### src/rtl/bcd_ex3_counter.sv
// Synchronous multi-decade BCD up/down counter with parallel load.
// Each decade's Excess-3 code is decoded straight from the count register.
module bcd_ex3_counter #(
  parameter int NUM_DIGITS = 2
) (
  input  logic                      clk,
  input  logic                      rst,
  input  logic                      en,
  input  logic                      up_dn,
  input  logic                      load,
  input  logic [4*NUM_DIGITS-1:0]   load_val,
  output logic [4*NUM_DIGITS-1:0]   bcd,
  output logic [4*NUM_DIGITS-1:0]   ex3,
  output logic                      tc,
  output logic                      rollover,
  output logic                      load_err
);

  localparam int W = 4 * NUM_DIGITS;

  logic [W-1:0] bcd_q, bcd_d;
  logic         rollover_q, rollover_d;
  logic         load_err_q, load_err_d;
  logic         all_nine, all_zero;

  // NOTE: every variable assigned in always_comb gets a default first, so no path can infer a latch.
  always_comb begin
    all_nine = 1'b1;
    all_zero = 1'b1;
    for (int i = 0; i < NUM_DIGITS; i++) begin
      all_nine = all_nine & (bcd_q[4*i +: 4] == 4'd9);
      all_zero = all_zero & (bcd_q[4*i +: 4] == 4'd0);
    end
  end

  assign tc = en & (up_dn ? all_nine : all_zero);

  always_comb begin : next_state
    logic       ripple;
    logic       load_ok;
    logic [3:0] dig;
    logic [W-1:0] count_val;

    bcd_d      = bcd_q;
    rollover_d = 1'b0;
    load_err_d = 1'b0;
    load_ok    = 1'b1;
    count_val  = bcd_q;
    dig        = 4'd0;

    for (int i = 0; i < NUM_DIGITS; i++) begin
      load_ok = load_ok & (load_val[4*i +: 4] <= 4'd9);
    end

    // A decade steps only while every lower decade sits at its wrap value.
    ripple = 1'b1;
    for (int i = 0; i < NUM_DIGITS; i++) begin
      dig = bcd_q[4*i +: 4];
      if (ripple) begin
        if (up_dn) count_val[4*i +: 4] = (dig == 4'd9) ? 4'd0 : dig + 4'd1;
        else       count_val[4*i +: 4] = (dig == 4'd0) ? 4'd9 : dig - 4'd1;
      end
      ripple = ripple & (up_dn ? (dig == 4'd9) : (dig == 4'd0));
    end

    if (load) begin
      if (load_ok) bcd_d = load_val;
      else         load_err_d = 1'b1;
    end else if (en) begin
      bcd_d      = count_val;
      rollover_d = ripple;
    end
  end

  // NOTE: sequential state uses non-blocking assignments so every flop samples pre-edge values.
  always_ff @(posedge clk) begin
    if (rst) begin
      bcd_q      <= '0;
      rollover_q <= 1'b0;
      load_err_q <= 1'b0;
    end else begin
      bcd_q      <= bcd_d;
      rollover_q <= rollover_d;
      load_err_q <= load_err_d;
    end
  end

  for (genvar g = 0; g < NUM_DIGITS; g++) begin : g_ex3
    assign ex3[4*g +: 4] = bcd_q[4*g +: 4] + 4'd3;
  end

  assign bcd      = bcd_q;
  assign rollover = rollover_q;
  assign load_err = load_err_q;

endmodule

### config.mk
export PLATFORM = sky130hd
export DESIGN_NAME = bcd_ex3_counter
export DESIGN_NICKNAME = d
export VERILOG_FILES = /design/src/rtl/bcd_ex3_counter.sv
export SDC_FILE = /design/constraint.sdc
export NUM_CORES = 1
export LEC_CHECK = 0
export ABC_AREA = 1
export CORE_UTILIZATION = 45
export DETAILED_ROUTE_END_ITERATION = 6
export GPL_TIMING_DRIVEN = 0
export MAX_ROUTING_LAYER = met4
export PLACE_DENSITY = 0.77
export SYNTH_ARGS = -nofsm -noshare
export SYNTH_HDL_FRONTEND = slang
export SYNTH_SLANG_ARGS = --single-unit
export TNS_END_PERCENT = 20
### constraint.sdc
create_clock -name clk -period 2.9 [get_ports clk]
set_input_delay 0.58 -clock clk [delete_from_list [all_inputs] [get_ports clk]]
set_output_delay 0.58 -clock clk [all_outputs]
set_load 0.02 [all_outputs]
# Word level (Yosys, flattened, before mapping)
# Cells that the tools add are included.
# totals
reg_bits,10
in_bits,13
output_inout_bits,19
word_cells,44
# classes
addsub,6
order_cmp,2
eq_ne,3
mux,14
bitwise,7
reduce_logical,8
# ops
op,count
$mux 4,7
$mux 8,3
$add 4x1->4 const B,2
$add 4x2->4 const B,2
$eq 4x4->1 const B,2
$le 4x4->1 const B,2
$logic_not 4->1,2
$sub 4x1->4 const B,2
$and 1x1->1,5
$mux 1,4
$reduce_bool 2->1,2
$reduce_and 3->1,1
$reduce_or 3->1,1
$ne 2x1->1 const B,1
$not 1->1,2
$reduce_and 2->1,1
$reduce_or 2->1,1

# Depth between registers and ports, before layout
# Gate-level depths: netlist of the first run.
# depth
word_depth,6
depth_mapped,10
depth_no_buf,10

# Worst setup path before layout of the first run
# Ideal clock, no wire load.
# synth_path
path_type,flip-flop to output port
startpoint,"register bcd_q[4], in the netlist bcd[4]"
endpoint,output port tc
arrival_ns,1.634
required_time_ns,2.320
slack_ns,0.686
stages_incl_launch_ff,6
n_path_buf,0
path_cell_list,dfxtp_1 -> inv_1 -> ha_1 -> a31oi_1 -> or2_1 -> a211oi_2
# synth_via
elab_chain_cells,4
word_cells_on_any_way,6
classes_between,1 x eq/ne; 1 x mux; 3 x bitwise; 1 x reduce/logical
# synth_rtl
item,line,text
"start, declared",21,"logic [W-1:0] bcd_q, bcd_d;"
"start signal, assigned",78,bcd_q <= '0;
"start signal, assigned",82,bcd_q <= bcd_d;
$eq 4x4->1 or $logic_not 4->1 (tied branches),"31, 32",
"$and 1x1->1, on equally long branches","31, 32",
$mux 1 *,36,assign tc = en & (up_dn ? all_nine : all_zero);
$and 1x1->1 *,36,
"end, declared",14,"output logic tc,"
# Every way passes the cells marked *; elsewhere a longest branch is shown, timed or not.

# Worst setup path after layout of the first run
# layout_path
startpoint,input port up_dn
endpoint,output port tc
# layout_via
elab_chain_cells,2
# layout_rtl
item,line,text
"start, declared",9,"input logic up_dn,"
$mux 1,36,
$and 1x1->1,36,
# Every way passes these cells.

==> impl_table.tex, run 1 <==
\begin{tabular}{lr}
\hline
Metric & Value \\
\hline
\multicolumn{2}{l}{\textbf{Synth}} \\
\quad Sequential element share of the synthesized area & 19.21\% \\
\quad Number of different library cells in the post-synthesis netlist & 29 \\
\quad YS warnings & 0 \\
\quad Number of synthesized register bits & 10 \\
\quad Post-synthesis net count & 179 \\
\quad Synthesized area & 1042 sq um \\
\quad Post-synthesis cell count & 157 \\
\quad Average instance area after synthesis & 6.639 sq um \\
\multicolumn{2}{l}{\textbf{Final layout}} \\
\quad Sequential cell area & 200.2 sq um \\
\quad Post-layout util & 63.85\% \\
\quad Share of layout cells above drive strength 1 & 16.32\% \\
\quad Synthesis-to-layout area growth & 34.21\% \\
\quad Footprint of the multi-input gates & 724.4 sq um \\
\quad Number of nets at the end of the flow & 214 \\
\quad Diodes inserted & 0 \\
\quad Layout fillers & 208 \\
\multicolumn{2}{l}{\textbf{Clocking}} \\
\quad Buffer type at the clock tree root & sky130\_fd\_sc\_hd\_\_clkbuf\_4 \\
\quad Number of buffers between clock root and the deepest sink & 2 \\
\quad Clock transition at path regs & 0.06 ns \\
\quad CTS hold repair buffers & 0 \\
\quad Number of sinks on the clock net & 10 \\
\quad Clock latency at the later pin of the worst-skew pair & 0.27 ns \\
\quad TritonCTS clock tree & done \\
\quad Depth of the CTS H-tree & 1 \\
\quad CTS Buf Count & 3 \\
\multicolumn{2}{l}{\textbf{Floorplan}} \\
\quad Initial core utilization & 47.57\% \\
\quad Area of the core region & 2191 sq um \\
\quad Top Ports & 32 \\
\quad Cell Rows & 17 \\
\quad Die extent in y & 50.13 microns \\
\quad Die X-Extent & 50.13 microns \\
\quad Total die area & 2513 sq um \\
\multicolumn{2}{l}{\textbf{Power and ir drop}} \\
\quad Worst IR drop on VDD & 0.2713 mV \\
\quad Total Power & 0.0005402 W \\
\quad Share of power burned in combinational logic & 52.0\% \\
\quad Clock network fraction of total power & 17.3\% \\
\quad Switching part of the total & 40.62\% \\
\quad Leakage component of the power & 0.6424 nW \\
\quad Pint & 0.0003207 W \\
\quad NetSw & 0.0002195 W \\
\quad Power density over cell area & 386.2 nW/um\^{}2 \\
\quad Sequential fraction of design power & 30.7\% \\
\multicolumn{2}{l}{\textbf{Critical path}} \\
\quad Crit path max fanout & 7 \\
\quad Setup crit start kind & primary input \\
\quad Kind of capture point of the worst setup path & output pin \\
\quad Required time of the critical path & 2.32 ns \\
\quad Count of cells along the worst register-to-register path & 7 \\
\quad Crit path kind & primary input to output pin \\
\quad Arrival time reported for the critical path endpoint & 2.15 ns \\
\multicolumn{2}{l}{\textbf{Routing}} \\
\quad Count of unresolved DRC violations after routing & 0 \\
\quad Router iterations before antenna repair & 4 \\
\quad Via-per-instance ratio & 4.995 \\
\quad Antenna-violating nets left & 0 \\
\quad Via count & 1089 \\
\quad Final wirelength & 2.421 mm \\
\quad Average wire length per cell after detail routing & 11.11 microns \\
\quad Number of DRC markers in iteration 0 & 20 \\
\multicolumn{2}{l}{\textbf{STA}} \\
\quad Fin Clk Skew & 0.009184 ns \\
\quad Finish-stage setup viols & 0 \\
\quad Max-slew violation count & 0 \\
\quad Fin worst setup slack & 0.1667 ns \\
\quad Maximum clock frequency & 0.3659 GHz \\
\quad Count of endpoints failing hold in the final timing report & 0 \\
\quad Slew HR & 78.86\% \\
\quad Setup repair after global routing missed its margin & no \\
\quad Shortest period the worst path allows & 2.733 ns \\
\quad Actual transition at the worst max-transition pin & 0.3167 ns \\
\quad Final worst path period share & 94.25\% \\
\multicolumn{2}{l}{\textbf{Global route}} \\
\quad Global route hottest layer & met2 \\
\quad Global Route met1 Usage & 24.72\% \\
\quad GR Overflow Total & 0 \\
\quad Met3 Usage GRT & 5.556\% \\
\quad Pin count of the biggest net entering global routing & 10 \\
\quad First-pass GRT wire length & 4.153 mm \\
\quad Vias in the first global route & 1005 \\
\quad M2 GR Usage & 38.67\% \\
\quad Initial antenna violation count & 0 \\
\quad GRT Resource Usage Total & 22.08\% \\
\multicolumn{2}{l}{\textbf{Placed design}} \\
\quad Gpl congestion & 0.8210 \\
\quad I/O Buffers & 30 \\
\quad Pre-CTS setup slack & -0.1221 ns \\
\quad Post-DP HPWL & 1.917 mm \\
\multicolumn{2}{l}{\textbf{Worst hold path}} \\
\quad Worst min path class & flip-flop to flip-flop \\
\quad Depth of the worst hold-timing path & 2 \\
\multicolumn{2}{l}{\textbf{Job}} \\
\quad Number of max-cap violations & 0 \\
\multicolumn{2}{l}{\textbf{Outcome}} \\
\quad Run status & complete, no violations \\
\hline
\end{tabular}
-- cell families (layout without fill, tap and decap cells) --
logic type / Yosys count / after routing / synth area share [%]
and+or+nand+nor: 76 / 76 / 38.05
xor gates and xnor gates: 4 / 4 / 3.361
buffers and inverters: 27 / 60 / 11.28
AOI/OAI and AO/OA: 31 / 31 / 17.29
DFF: 10 / 10 / 19.21
adders and majority gates: 9 / 9 / 10.80
-- flip-flops by register name, indices dropped and copies added (netlist names) --
signal	count
bcd	8
rollover	1
load_err	1
-- cells in the mapped netlist --
library cell	n	area share [%]
sky130_fd_sc_hd__nand2_1	31	11
sky130_fd_sc_hd__a211oi_2	1	1.2
sky130_fd_sc_hd__or2_1	1	0.60
sky130_fd_sc_hd__o21ai_0	11	5.3
sky130_fd_sc_hd__dfxtp_1	10	19
sky130_fd_sc_hd__buf_6	1	1.1
sky130_fd_sc_hd__nand4_1	2	1.2
sky130_fd_sc_hd__nand2_2	2	1.2
sky130_fd_sc_hd__inv_1	20	7.2
sky130_fd_sc_hd__nand3_1	11	5.3
sky130_fd_sc_hd__or2_2	4	2.4
sky130_fd_sc_hd__nand3_4	1	1.7
sky130_fd_sc_hd__a21oi_2	3	2.5
sky130_fd_sc_hd__nor2_4	2	2.2
sky130_fd_sc_hd__nor2_2	2	1.2
sky130_fd_sc_hd__ha_1	9	11
sky130_fd_sc_hd__buf_4	2	1.4
sky130_fd_sc_hd__o21ai_1	5	2.4
sky130_fd_sc_hd__o211ai_1	1	0.72
sky130_fd_sc_hd__xor2_1	4	3.4
sky130_fd_sc_hd__inv_2	3	1.1
sky130_fd_sc_hd__a211oi_1	1	0.72
sky130_fd_sc_hd__a31oi_1	1	0.60
sky130_fd_sc_hd__a21oi_1	8	3.8
sky130_fd_sc_hd__nand3_2	4	3.8
sky130_fd_sc_hd__nor2_1	13	4.7
sky130_fd_sc_hd__nor3_1	1	0.48
sky130_fd_sc_hd__buf_2	1	0.48
sky130_fd_sc_hd__nand2_4	2	2.2
-- power groups by stage --
stage / clock network, W / registers (W) / logic, W
3_5_place_dp: 0 / 0.000169 / 0.000282
3_3_place_gp: 0 / 0.000168 / 0.000278
2_1_floorplan: 0 / 0.000179 / 0.000167
6_report: 0.0000932 / 0.000166 / 0.000281
5_1_grt: 0.000103 / 0.000168 / 0.000308
4_1_cts: 0.0000947 / 0.000166 / 0.000283
-- metrics by stage --
stage                     std cells  instance area, sq um  setup TNS [ns]  hold WS [ns]
after floorplan                 157                  1042               0        0.6280
after global placement          215                  1378         -0.1052        0.5827
after detailed placement        215                  1378         -0.1221        0.6069
after CTS                       218                  1399               0        0.6217
after global routing            218                  1399               0        0.6661
final                           218                  1399               0        0.6178
-- area by class of cell --
| cell class | count | area share (%) |
|---|---|---|
| flip-flops and latches | 10 | 14.31 |
| clock buffers | 3 | 1.610 |
| multi-input cells | 120 | 51.79 |
| plain buffers | 4 | 2.236 |
| repair buffers | 30 | 21.38 |
| well taps | 28 | 2.504 |
| inverters | 23 | 6.172 |
-- per-layer routing --
| metal | vias to the layer above | share of wire (%) | wire, microns |
|---|---|---|---|
| met2 | 20 | 51 | 1226 |
| li1 | 573 | - | - |
| met1 | 492 | 45 | 1091 |
| met3 | 4 | 3.3 | 80 |
| met4 | 0 | 0.91 | 22 |
| met5 | - | 0 | 0 |
-- placed cells by master (no fill, tap or decap), types with 5 or more instances in the layout --
cell and n:
sky130_fd_sc_hd__o21ai_1 5, sky130_fd_sc_hd__ha_1 9, sky130_fd_sc_hd__o21ai_0 11, sky130_fd_sc_hd__nor2_1 13, sky130_fd_sc_hd__dfxtp_1 10, sky130_fd_sc_hd__inv_1 20
sky130_fd_sc_hd__nand2_1 31, sky130_fd_sc_hd__a21oi_1 8, sky130_fd_sc_hd__nand3_1 11, sky130_fd_sc_hd__clkdlybuf4s50_1 29
-- critical path, stage by stage --
cell                              delay (ns)
sky130_fd_sc_hd__clkdlybuf4s50_1        0.53
sky130_fd_sc_hd__inv_2                  0.20
sky130_fd_sc_hd__nor2_2                 0.08
sky130_fd_sc_hd__or2_1                  0.27
sky130_fd_sc_hd__a211oi_2               0.14
sky130_fd_sc_hd__dlygate4sd2_1          0.35
-- repair_timing --
action	in CTS	in global routing
resized for setup	1	0
hold endpoints to repair	0	0
setup buffers	0	0
setup endpoints to repair	1	0
-- worst paths after layout --
check,start,endpoint,slack (ns)
max,up_dn,tc,0.17
min,bcd[5],bcd[5],0.62
max reg2reg,bcd[4],bcd[5],1.26
min reg2reg,bcd[5],bcd[5],0.62
No activity file was read; power rests on OpenSTA's default activity.
==> run 2: changes to the inputs <==
--- a/config.mk
+++ b/config.mk
@@ -5,12 +5,12 @@
 export SDC_FILE = /design/constraint.sdc
 export NUM_CORES = 1
 export LEC_CHECK = 0
-export ABC_AREA = 1
 export CORE_UTILIZATION = 45
+export CTS_CLUSTER_DIAMETER = 50
 export DETAILED_ROUTE_END_ITERATION = 6
 export GPL_TIMING_DRIVEN = 0
 export MAX_ROUTING_LAYER = met4
-export PLACE_DENSITY = 0.77
+export PLACE_DENSITY = 0.78
 export SYNTH_ARGS = -nofsm -noshare
 export SYNTH_HDL_FRONTEND = slang
 export SYNTH_SLANG_ARGS = --single-unit
==> impl_table.tex, run 2 <==
\begin{tabular}{lr}
\hline
Metric & Value \\
\hline
\multicolumn{2}{l}{\textbf{Outcome}} \\
\quad Run status & complete, no violations (unchanged) \\
\multicolumn{2}{l}{\textbf{Placed design}} \\
\quad I/O Buffers & 30 (unchanged) \\
\quad Gpl congestion & 0.9004 (was 0.8210) \\
\quad Total cell area at the placement stage & 1338 sq um (was 1378 sq um) \\
\quad Post-DP HPWL & 1.999 mm (was 1.917 mm) \\
\multicolumn{2}{l}{\textbf{Global route}} \\
\quad First-pass GRT wire length & 4.305 mm (was 4.153 mm) \\
\quad Vias in the first global route & 968 (was 1005) \\
\quad GR Overflow Total & 0 (unchanged) \\
\quad Initial antenna violation count & 0 (unchanged) \\
\quad Pin count of the biggest net entering global routing & 12 (was 10) \\
\quad GRT Resource Usage Total & 22.74\% (was 22.08\%) \\
\multicolumn{2}{l}{\textbf{Synth}} \\
\quad Number of synthesized register bits & 10 (unchanged) \\
\quad Number of different library cells in the post-synthesis netlist & 48 (was 29) \\
\quad Cell type with the largest total area after synthesis & sky130\_fd\_sc\_hd\_\_dfxtp\_1 (unchanged) \\
\quad Commonest cells post-synth & 12 x sky130\_fd\_sc\_hd\_\_o21ai\_0, 10 x sky130\_fd\_sc\_hd\_\_dfxtp\_1, 10 x sky130\_fd\_sc\_hd\_\_inv\_1 (was 31 x sky130\_fd\_sc\_hd\_\_nand2\_1, 20 x sky130\_fd\_sc\_hd\_\_inv\_1, 13 x sky130\_fd\_sc\_hd\_\_nor2\_1) \\
\quad Average instance area after synthesis & 7.901 sq um (was 6.639 sq um) \\
\quad Dominant register cell in the synthesized netlist & sky130\_fd\_sc\_hd\_\_dfxtp\_1 (unchanged) \\
\quad Number of synthesized flops with an enable pin & 0 (unchanged) \\
\quad Synthesized area & 1003 sq um (was 1042 sq um) \\
\quad Sequential element share of the synthesized area & 19.95\% (was 19.21\%) \\
\quad Most frequent cell after synthesis & sky130\_fd\_sc\_hd\_\_o21ai\_0 (was sky130\_fd\_sc\_hd\_\_nand2\_1) \\
\quad Post-synthesis cell count & 127 (was 157) \\
\quad Top-area cell type share of the netlist area & 19.95\% (was 19.21\%) \\
\quad YS warnings & 0 (unchanged) \\
\quad Async S/R FF share, synth & 0\% (unchanged) \\
\quad Post-synthesis net count & 149 (was 179) \\
\quad Dominant cells by area after synthesis & sky130\_fd\_sc\_hd\_\_dfxtp\_1 20\%, sky130\_fd\_sc\_hd\_\_ha\_1 11\%, sky130\_fd\_sc\_hd\_\_o21ai\_0 6.0\% (was sky130\_fd\_sc\_hd\_\_dfxtp\_1 19\%, sky130\_fd\_sc\_hd\_\_nand2\_1 11\%, sky130\_fd\_sc\_hd\_\_ha\_1 11\%) \\
\multicolumn{2}{l}{\textbf{STA}} \\
\quad Count of endpoints failing hold in the final timing report & 0 (unchanged) \\
\quad Actual transition at the worst max-transition pin & 0.5199 ns (was 0.3167 ns) \\
\quad Fin Setup TNS & 0 ns (unchanged) \\
\quad Setup repair after global routing missed its margin & no (unchanged) \\
\quad Finish-stage setup viols & 0 (unchanged) \\
\quad Final worst path period share & 93.27\% (was 94.25\%) \\
\quad Slew HR & 64.97\% (was 78.86\%) \\
\quad Shortest period the worst path allows & 2.705 ns (was 2.733 ns) \\
\quad Maximum clock frequency & 0.3697 GHz (was 0.3659 GHz) \\
\quad Fin Clk Skew & 0.007817 ns (was 0.009184 ns) \\
\quad Max-slew violation count & 0 (unchanged) \\
\multicolumn{2}{l}{\textbf{Routing}} \\
\quad Via count & 1113 (was 1089) \\
\quad Router iterations before antenna repair & 4 (unchanged) \\
\quad Count of unresolved DRC violations after routing & 0 (unchanged) \\
\quad Final wirelength & 2.633 mm (was 2.421 mm) \\
\quad Average wire length per cell after detail routing & 14.08 microns (was 11.11 microns) \\
\quad Number of DRC markers in iteration 0 & 41 (was 20) \\
\quad Antenna-violating nets left & 0 (unchanged) \\
\quad Via-per-instance ratio & 5.952 (was 4.995) \\
\multicolumn{2}{l}{\textbf{Clocking}} \\
\quad Clock latency at the later pin of the worst-skew pair & 0.26 ns (was 0.27 ns) \\
\quad CTS Buf Count & 3 (unchanged) \\
\quad Number of sinks on the clock net & 10 (unchanged) \\
\quad Depth of the CTS H-tree & 1 (unchanged) \\
\quad Count of buffers added by post-CTS timing repair for setup & 0 (unchanged) \\
\quad Clock transition at path regs & 0.06 ns (about the same) \\
\quad Buffer type at the clock tree root & sky130\_fd\_sc\_hd\_\_clkbuf\_4 (unchanged) \\
\quad CTS hold repair buffers & 0 (unchanged) \\
\quad TritonCTS clock tree & done (unchanged) \\
\quad Number of gates resized after cts & 1 (unchanged) \\
\quad Number of buffers between clock root and the deepest sink & 2 (unchanged) \\
\multicolumn{2}{l}{\textbf{Floorplan}} \\
\quad Top Ports & 32 (unchanged) \\
\quad Die extent in y & 49.22 microns (was 50.13 microns) \\
\quad Cell Rows & 16 (was 17) \\
\quad Initial core utilization & 49.63\% (was 47.57\%) \\
\quad Total die area & 2423 sq um (was 2513 sq um) \\
\quad Die X-Extent & 49.22 microns (was 50.13 microns) \\
\quad Area of the core region & 2022 sq um (was 2191 sq um) \\
\multicolumn{2}{l}{\textbf{Final layout}} \\
\quad Most frequent cells in the layout & 29 x sky130\_fd\_sc\_hd\_\_clkdlybuf4s50\_1, 12 x sky130\_fd\_sc\_hd\_\_o21ai\_0, 10 x sky130\_fd\_sc\_hd\_\_dfxtp\_1 (was 31 x sky130\_fd\_sc\_hd\_\_nand2\_1, 29 x sky130\_fd\_sc\_hd\_\_clkdlybuf4s50\_1, 20 x sky130\_fd\_sc\_hd\_\_inv\_1) \\
\quad Diodes inserted & 0 (unchanged) \\
\quad Final standard cell area without fillers & 1358 sq um (was 1399 sq um) \\
\quad Share of layout cells above drive strength 1 & 10.63\% (was 16.32\%) \\
\quad Flip-flop count of the largest register after layout & 8 (unchanged) \\
\quad Most frequent standard cell in the layout excluding fill and tap cells & sky130\_fd\_sc\_hd\_\_clkdlybuf4s50\_1 (was sky130\_fd\_sc\_hd\_\_nand2\_1) \\
\quad Synthesis-to-layout area growth & 35.29\% (was 34.21\%) \\
\quad Number of nets at the end of the flow & 184 (was 214) \\
\multicolumn{2}{l}{\textbf{Critical path}} \\
\quad Arrival time reported for the critical path endpoint & 2.12 ns (was 2.15 ns) \\
\quad CP max stage delay & 0.49 ns (was 0.53 ns) \\
\quad Required time of the critical path & 2.32 ns (about the same) \\
\quad Setup crit start kind & flip-flop (was primary input) \\
\quad Dominant delay contributor by cell family on the critical path & simple AND/OR/NAND/NOR gates (was buffers and inverters) \\
\quad Crit path max fanout & 10 (was 7) \\
\quad Cells along the critical path & inv\_2 > ha\_1 > or3b\_2 > o22ai\_1 > and3b\_1 > clkbuf\_2 (was clkdlybuf4s50\_1 > inv\_2 > nor2\_2 > or2\_1 > a211oi\_2 > dlygate4sd2\_1) \\
\quad Buffering stage count on the worst path with inverters included & 2 (was 3) \\
\quad Cell with the biggest individual delay on the critical path & sky130\_fd\_sc\_hd\_\_or3b\_2 (was sky130\_fd\_sc\_hd\_\_clkdlybuf4s50\_1) \\
\quad Kind of capture point of the worst setup path & output pin (unchanged) \\
\quad Crit path kind & flip-flop to output pin (was primary input to output pin) \\
\multicolumn{2}{l}{\textbf{Worst hold path}} \\
\quad Worst min path class & flip-flop to flip-flop (unchanged) \\
\multicolumn{2}{l}{\textbf{Power and ir drop}} \\
\quad Power density over cell area & 385.0 nW/um\^{}2 (was 386.2 nW/um\^{}2) \\
\quad Leakage component of the power & 0.4996 nW (was 0.6424 nW) \\
\quad Worst IR drop on VDD & 0.2608 mV (was 0.2713 mV) \\
\multicolumn{2}{l}{\textbf{Job}} \\
\quad Number of max-cap violations & 0 (unchanged) \\
\hline
\end{tabular}
## run 2: changes by cell type in the layout (fill, tap and decap cells not counted), sizes merged, moves of 7 or more
cell	change
a21oi	-7
clkbuf	+8
inv	-13
nand2	-28
nand3	-11
nor2	-11
## run 2: area by class of cell
cell class	count	area, sq um
timing repair buffer	30	295.3
inverter	10	37.54
multi-input combinational	99	737.0
buffer	8	31.28
tap	27	33.78
clock buffer	3	22.52
fill	162	664.4
sequential	10	200.2
## run 2: cells by family after synthesis
kind of cell / Yosys count / share of synthesized area [%]
buf+inv: 18 / 6.858
flops: 10 / 19.95
fa+ha+maj: 9 / 11.22
compound gates: 43 / 31.92
simple gates: 41 / 24.44
mux: 2 / 2.120
xor+xnor: 4 / 3.491
## run 2: power by group
part	total, W	leakage, nW	internal (W)	switching (W)
combinational	0.000266	0.404	0.000128	0.000138
clock	0.0000915	0.0138	0.0000477	0.0000438
sequential	0.000165	0.0822	0.000149	0.0000163
## run 2: metrics by stage
stage / utilization (%) / total power [W] / instances / worst slack, ns / hold slack (ns)
6_report: 67.14 / 0.0005227 / 187 / 0.1953 / 0.5948
5_1_grt: 67.14 / 0.0005504 / 187 / 0.1135 / 0.6211
4_1_cts: 67.20 / 0.0005180 / 187 / 0.03017 / 0.5972
3_5_place_dp: 66.15 / 0.0004309 / 184 / 0.04969 / 0.5894
3_3_place_gp: 66.15 / 0.0004263 / 184 / 0.05855 / 0.5837
2_1_floorplan: - / 0.0003276 / 127 / 0.5247 / 0.6187
## run 2: worst paths after layout
| check | from | endpoint | slack, ns | cells after the start |
|---|---|---|---|---|
| worst max-delay path | bcd[4] | tc | 0.20 | 6 |
| worst min-delay path | bcd[5] | bcd[5] | 0.59 | 2 |
| worst max register to register | bcd[0] | bcd[4] | 0.74 | 6 |
| worst min register to register | bcd[5] | bcd[5] | 0.59 | 2 |
## run 2: worst reg2reg max path, cell delays in order, from the launching register on
cell and delay (ns):
sky130_fd_sc_hd__dfxtp_1 0.41, sky130_fd_sc_hd__inv_1 0.14, sky130_fd_sc_hd__ha_2 0.26, sky130_fd_sc_hd__or3b_1 0.39
sky130_fd_sc_hd__a211o_1 0.38, sky130_fd_sc_hd__and2_4 0.18, sky130_fd_sc_hd__o41ai_2 0.30
## run 2: routing by layer
| layer | wire [microns] | share of wire (%) | GRT usage, % |
|---|---|---|---|
| met2 | 1211 | 46 | 35.16 |
| met5 | 0 | 0 | - |
| met4 | 25 | 0.95 | 4.902 |
| met1 | 1229 | 47 | 31.20 |
| met3 | 167 | 6.3 | 3.115 |
==> run 3: changes to the inputs <==
--- a/config.mk
+++ b/config.mk
@@ -11,6 +11,7 @@
 export GPL_TIMING_DRIVEN = 0
 export MAX_ROUTING_LAYER = met4
 export PLACE_DENSITY = 0.78
+export RECOVER_POWER = 50
 export SYNTH_ARGS = -nofsm -noshare
 export SYNTH_HDL_FRONTEND = slang
 export SYNTH_SLANG_ARGS = --single-unit
==> impl_table.tex, run 3 (synthesis results as in run 2) <==
\begin{tabular}{lr}
\hline
Metric & Value \\
\hline
\multicolumn{2}{l}{\textbf{Outcome}} \\
\quad Run status & complete, no violations (unchanged) \\
\multicolumn{2}{l}{\textbf{Placed design}} \\
\quad I/O Buffers & 30 (unchanged) \\
\quad Post-DP HPWL & 1.999 mm (unchanged) \\
\quad Gpl congestion & 0.9004 (unchanged) \\
\quad Pre-CTS setup slack & 0.04969 ns (unchanged) \\
\multicolumn{2}{l}{\textbf{Power and ir drop}} \\
\quad Clock network fraction of total power & 17.7\% (was 17.5\%) \\
\quad Share of power burned in combinational logic & 50.6\% (was 50.9\%) \\
\quad Leakage component of the power & 0.5241 nW (was 0.4996 nW) \\
\quad Total Power & 0.0005179 W (was 0.0005227 W) \\
\quad Pint & 0.0003200 W (was 0.0003242 W) \\
\quad NetSw & 0.0001979 W (was 0.0001985 W) \\
\quad Sequential fraction of design power & 31.7\% (was 31.6\%) \\
\quad Worst IR drop on VDD & 0.2568 mV (was 0.2608 mV) \\
\quad Switching part of the total & 38.21\% (was 37.97\%) \\
\quad Power density over cell area & 381.5 nW/um\^{}2 (was 385.0 nW/um\^{}2) \\
\multicolumn{2}{l}{\textbf{Critical path}} \\
\quad Crit path max fanout & 10 (unchanged) \\
\quad Crit path kind & flip-flop to output pin (unchanged) \\
\quad Required time of the critical path & 2.32 ns (about the same) \\
\quad Cell with the biggest individual delay on the critical path & sky130\_fd\_sc\_hd\_\_or3b\_2 (unchanged) \\
\quad Kind of capture point of the worst setup path & output pin (unchanged) \\
\quad Cells along the critical path & inv\_1 > ha\_1 > or3b\_2 > o22ai\_1 > and3b\_1 > clkbuf\_2 (was inv\_2 > ha\_1 > or3b\_2 > o22ai\_1 > and3b\_1 > clkbuf\_2) \\
\quad Arrival time reported for the critical path endpoint & 2.17 ns (was 2.12 ns) \\
\quad CP max stage delay & 0.49 ns (about the same) \\
\quad Setup crit start kind & flip-flop (unchanged) \\
\multicolumn{2}{l}{\textbf{Floorplan}} \\
\quad Cell Rows & 16 (unchanged) \\
\quad Top Ports & 32 (unchanged) \\
\quad Area of the core region & 2022 sq um (unchanged) \\
\quad Total die area & 2423 sq um (unchanged) \\
\quad Die X-Extent & 49.22 microns (unchanged) \\
\quad Initial core utilization & 49.63\% (unchanged) \\
\quad Die extent in y & 49.22 microns (unchanged) \\
\multicolumn{2}{l}{\textbf{Final layout}} \\
\quad Flip-flop count of the largest register after layout & 8 (unchanged) \\
\quad Share of layout cells above drive strength 1 & 10.00\% (was 10.63\%) \\
\quad Most frequent cells in the layout & 18 x sky130\_fd\_sc\_hd\_\_clkdlybuf4s50\_1, 12 x sky130\_fd\_sc\_hd\_\_o21ai\_0, 11 x sky130\_fd\_sc\_hd\_\_dlygate4sd3\_1 (was 29 x sky130\_fd\_sc\_hd\_\_clkdlybuf4s50\_1, 12 x sky130\_fd\_sc\_hd\_\_o21ai\_0, 10 x sky130\_fd\_sc\_hd\_\_dfxtp\_1) \\
\quad Synthesis-to-layout area growth & 35.29\% (unchanged) \\
\quad Sequential cell area & 200.2 sq um (unchanged) \\
\quad Footprint of the multi-input gates & 737.0 sq um (unchanged) \\
\quad Diodes inserted & 0 (unchanged) \\
\quad Layout fillers & 162 (unchanged) \\
\quad Most frequent standard cell in the layout excluding fill and tap cells & sky130\_fd\_sc\_hd\_\_clkdlybuf4s50\_1 (unchanged) \\
\quad Number of nets at the end of the flow & 184 (unchanged) \\
\quad Post-layout util & 67.14\% (unchanged) \\
\multicolumn{2}{l}{\textbf{STA}} \\
\quad Slew HR & 65.71\% (was 64.97\%) \\
\quad Fin Setup TNS & 0 ns (unchanged) \\
\quad Minimum hold slack & 0.5915 ns (was 0.5948 ns) \\
\quad Count of endpoints failing hold in the final timing report & 0 (unchanged) \\
\quad Finish-stage setup viols & 0 (unchanged) \\
\quad Actual transition at the worst max-transition pin & 0.5090 ns (was 0.5199 ns) \\
\quad Max-slew violation count & 0 (unchanged) \\
\quad Setup repair after global routing missed its margin & no (unchanged) \\
\quad Shortest period the worst path allows & 2.752 ns (was 2.705 ns) \\
\quad Fin Clk Skew & 0.007885 ns (was 0.007817 ns) \\
\quad Final worst path period share & 94.88\% (was 93.27\%) \\
\quad Fin worst setup slack & 0.1485 ns (was 0.1953 ns) \\
\quad Maximum clock frequency & 0.3634 GHz (was 0.3697 GHz) \\
\multicolumn{2}{l}{\textbf{Routing}} \\
\quad Via count & 1104 (was 1113) \\
\quad Router iterations before antenna repair & 4 (unchanged) \\
\quad Average wire length per cell after detail routing & 14.06 microns (was 14.08 microns) \\
\quad Antenna-violating nets left & 0 (unchanged) \\
\quad Met2 routed wirelength & 1.182 mm (was 1.211 mm) \\
\quad Final wirelength & 2.629 mm (was 2.633 mm) \\
\quad Number of DRC markers in iteration 0 & 35 (was 41) \\
\quad Met3 WL post-DR & 180 microns (was 167 microns) \\
\quad Routed length on met1 & 1.245 mm (was 1.229 mm) \\
\quad Count of unresolved DRC violations after routing & 0 (unchanged) \\
\quad Top routing layer in use & met4 (unchanged) \\
\quad Via-per-instance ratio & 5.904 (was 5.952) \\
\multicolumn{2}{l}{\textbf{Global route}} \\
\quad Pin count of the biggest net entering global routing & 12 (unchanged) \\
\quad GRT Resource Usage Total & 22.74\% (unchanged) \\
\quad Initial antenna violation count & 0 (unchanged) \\
\quad Vias in the first global route & 968 (unchanged) \\
\quad First-pass GRT wire length & 4.305 mm (unchanged) \\
\quad GR Overflow Total & 0 (unchanged) \\
\multicolumn{2}{l}{\textbf{Clocking}} \\
\quad TritonCTS clock tree & done (unchanged) \\
\quad Number of sinks on the clock net & 10 (unchanged) \\
\quad Count of buffers added by post-CTS timing repair for setup & 0 (unchanged) \\
\quad Clock transition at path regs & 0.06 ns (about the same) \\
\quad Number of buffers between clock root and the deepest sink & 2 (unchanged) \\
\quad CTS Buf Count & 3 (unchanged) \\
\quad Buffer type at the clock tree root & sky130\_fd\_sc\_hd\_\_clkbuf\_4 (unchanged) \\
\quad Clock latency at the later pin of the worst-skew pair & 0.26 ns (about the same) \\
\quad Depth of the CTS H-tree & 1 (unchanged) \\
\multicolumn{2}{l}{\textbf{Worst hold path}} \\
\quad Worst min path class & flip-flop to flip-flop (unchanged) \\
\multicolumn{2}{l}{\textbf{Job}} \\
\quad Number of max-cap violations & 0 (unchanged) \\
\hline
\end{tabular}
-- run 3: changes by cell type in the layout (fill, tap and decap cells not counted) --
| cell | previous run | this run |
|---|---|---|
| sky130_fd_sc_hd__clkdlybuf4s50_1 | 29 | 18 |
| sky130_fd_sc_hd__dlygate4sd3_1 | 0 | 11 |
| sky130_fd_sc_hd__inv_1 | 9 | 10 |
| sky130_fd_sc_hd__inv_2 | 1 | 0 |
-- run 3: worst max-delay path, delay by kind of cell, from the launching register on --
kind                       cells  cell delay [ns]
DFF                            1             0.40
and+or+nand+nor                2             0.69
adders and majority gates      1             0.25
buffers and inverters          2             0.33
AOI/OAI and AO/OA              1             0.24
-- run 3: stage by stage --
stage / std cells / area (sq um)
finish: 187 / 1358
global route: 187 / 1358
CTS: 187 / 1359
detailed placement: 184 / 1338
global placement: 184 / 1338
floorplan: 127 / 1003
-- run 3: routing by layer --
metal,track usage (%),vias to the layer above
met5,-,-
met2,35.16,48
li1,-,545
met1,31.20,506
met4,4.902,0
met3,3.115,5
-- run 3: power by group through the flow --
stage	logic, W	clock network [W]	registers [W]
3_5_place_dp	0.000263	0	0.000168
4_1_cts	0.000264	0.0000893	0.000165
5_1_grt	0.000283	0.0000951	0.000167
3_3_place_gp	0.000259	0	0.000167
2_1_floorplan	0.000149	0	0.000178
6_report	0.000262	0.0000915	0.000164
-- run 3: cell type report --
| type | instances | area share [%] |
|---|---|---|
| buffer | 8 | 2.304 |
| clock buffer | 3 | 1.659 |
| inverter | 10 | 2.765 |
| multi-input combinational | 99 | 54.29 |
| sequential | 10 | 14.75 |
| tap | 27 | 2.488 |
| timing repair buffer | 30 | 21.75 |
-- run 3: final timing paths --
kind	startpoint	end	slack [ns]	cells after the start
setup / recovery	bcd[4]	tc	0.15	6
hold / removal	bcd[5]	bcd[5]	0.59	2
setup reg to reg	bcd[0]	bcd[4]	0.75	6
hold reg to reg	bcd[5]	bcd[5]	0.59	2
-- run 3: repair_timing --
action | in CTS | in global routing
hold buffers | 0 | 0
gates resized for setup | 1 | 4
pin swaps | 0 | 0
endpoints found under the hold margin | 0 | 0
setup endpoints to repair | 1 | 1
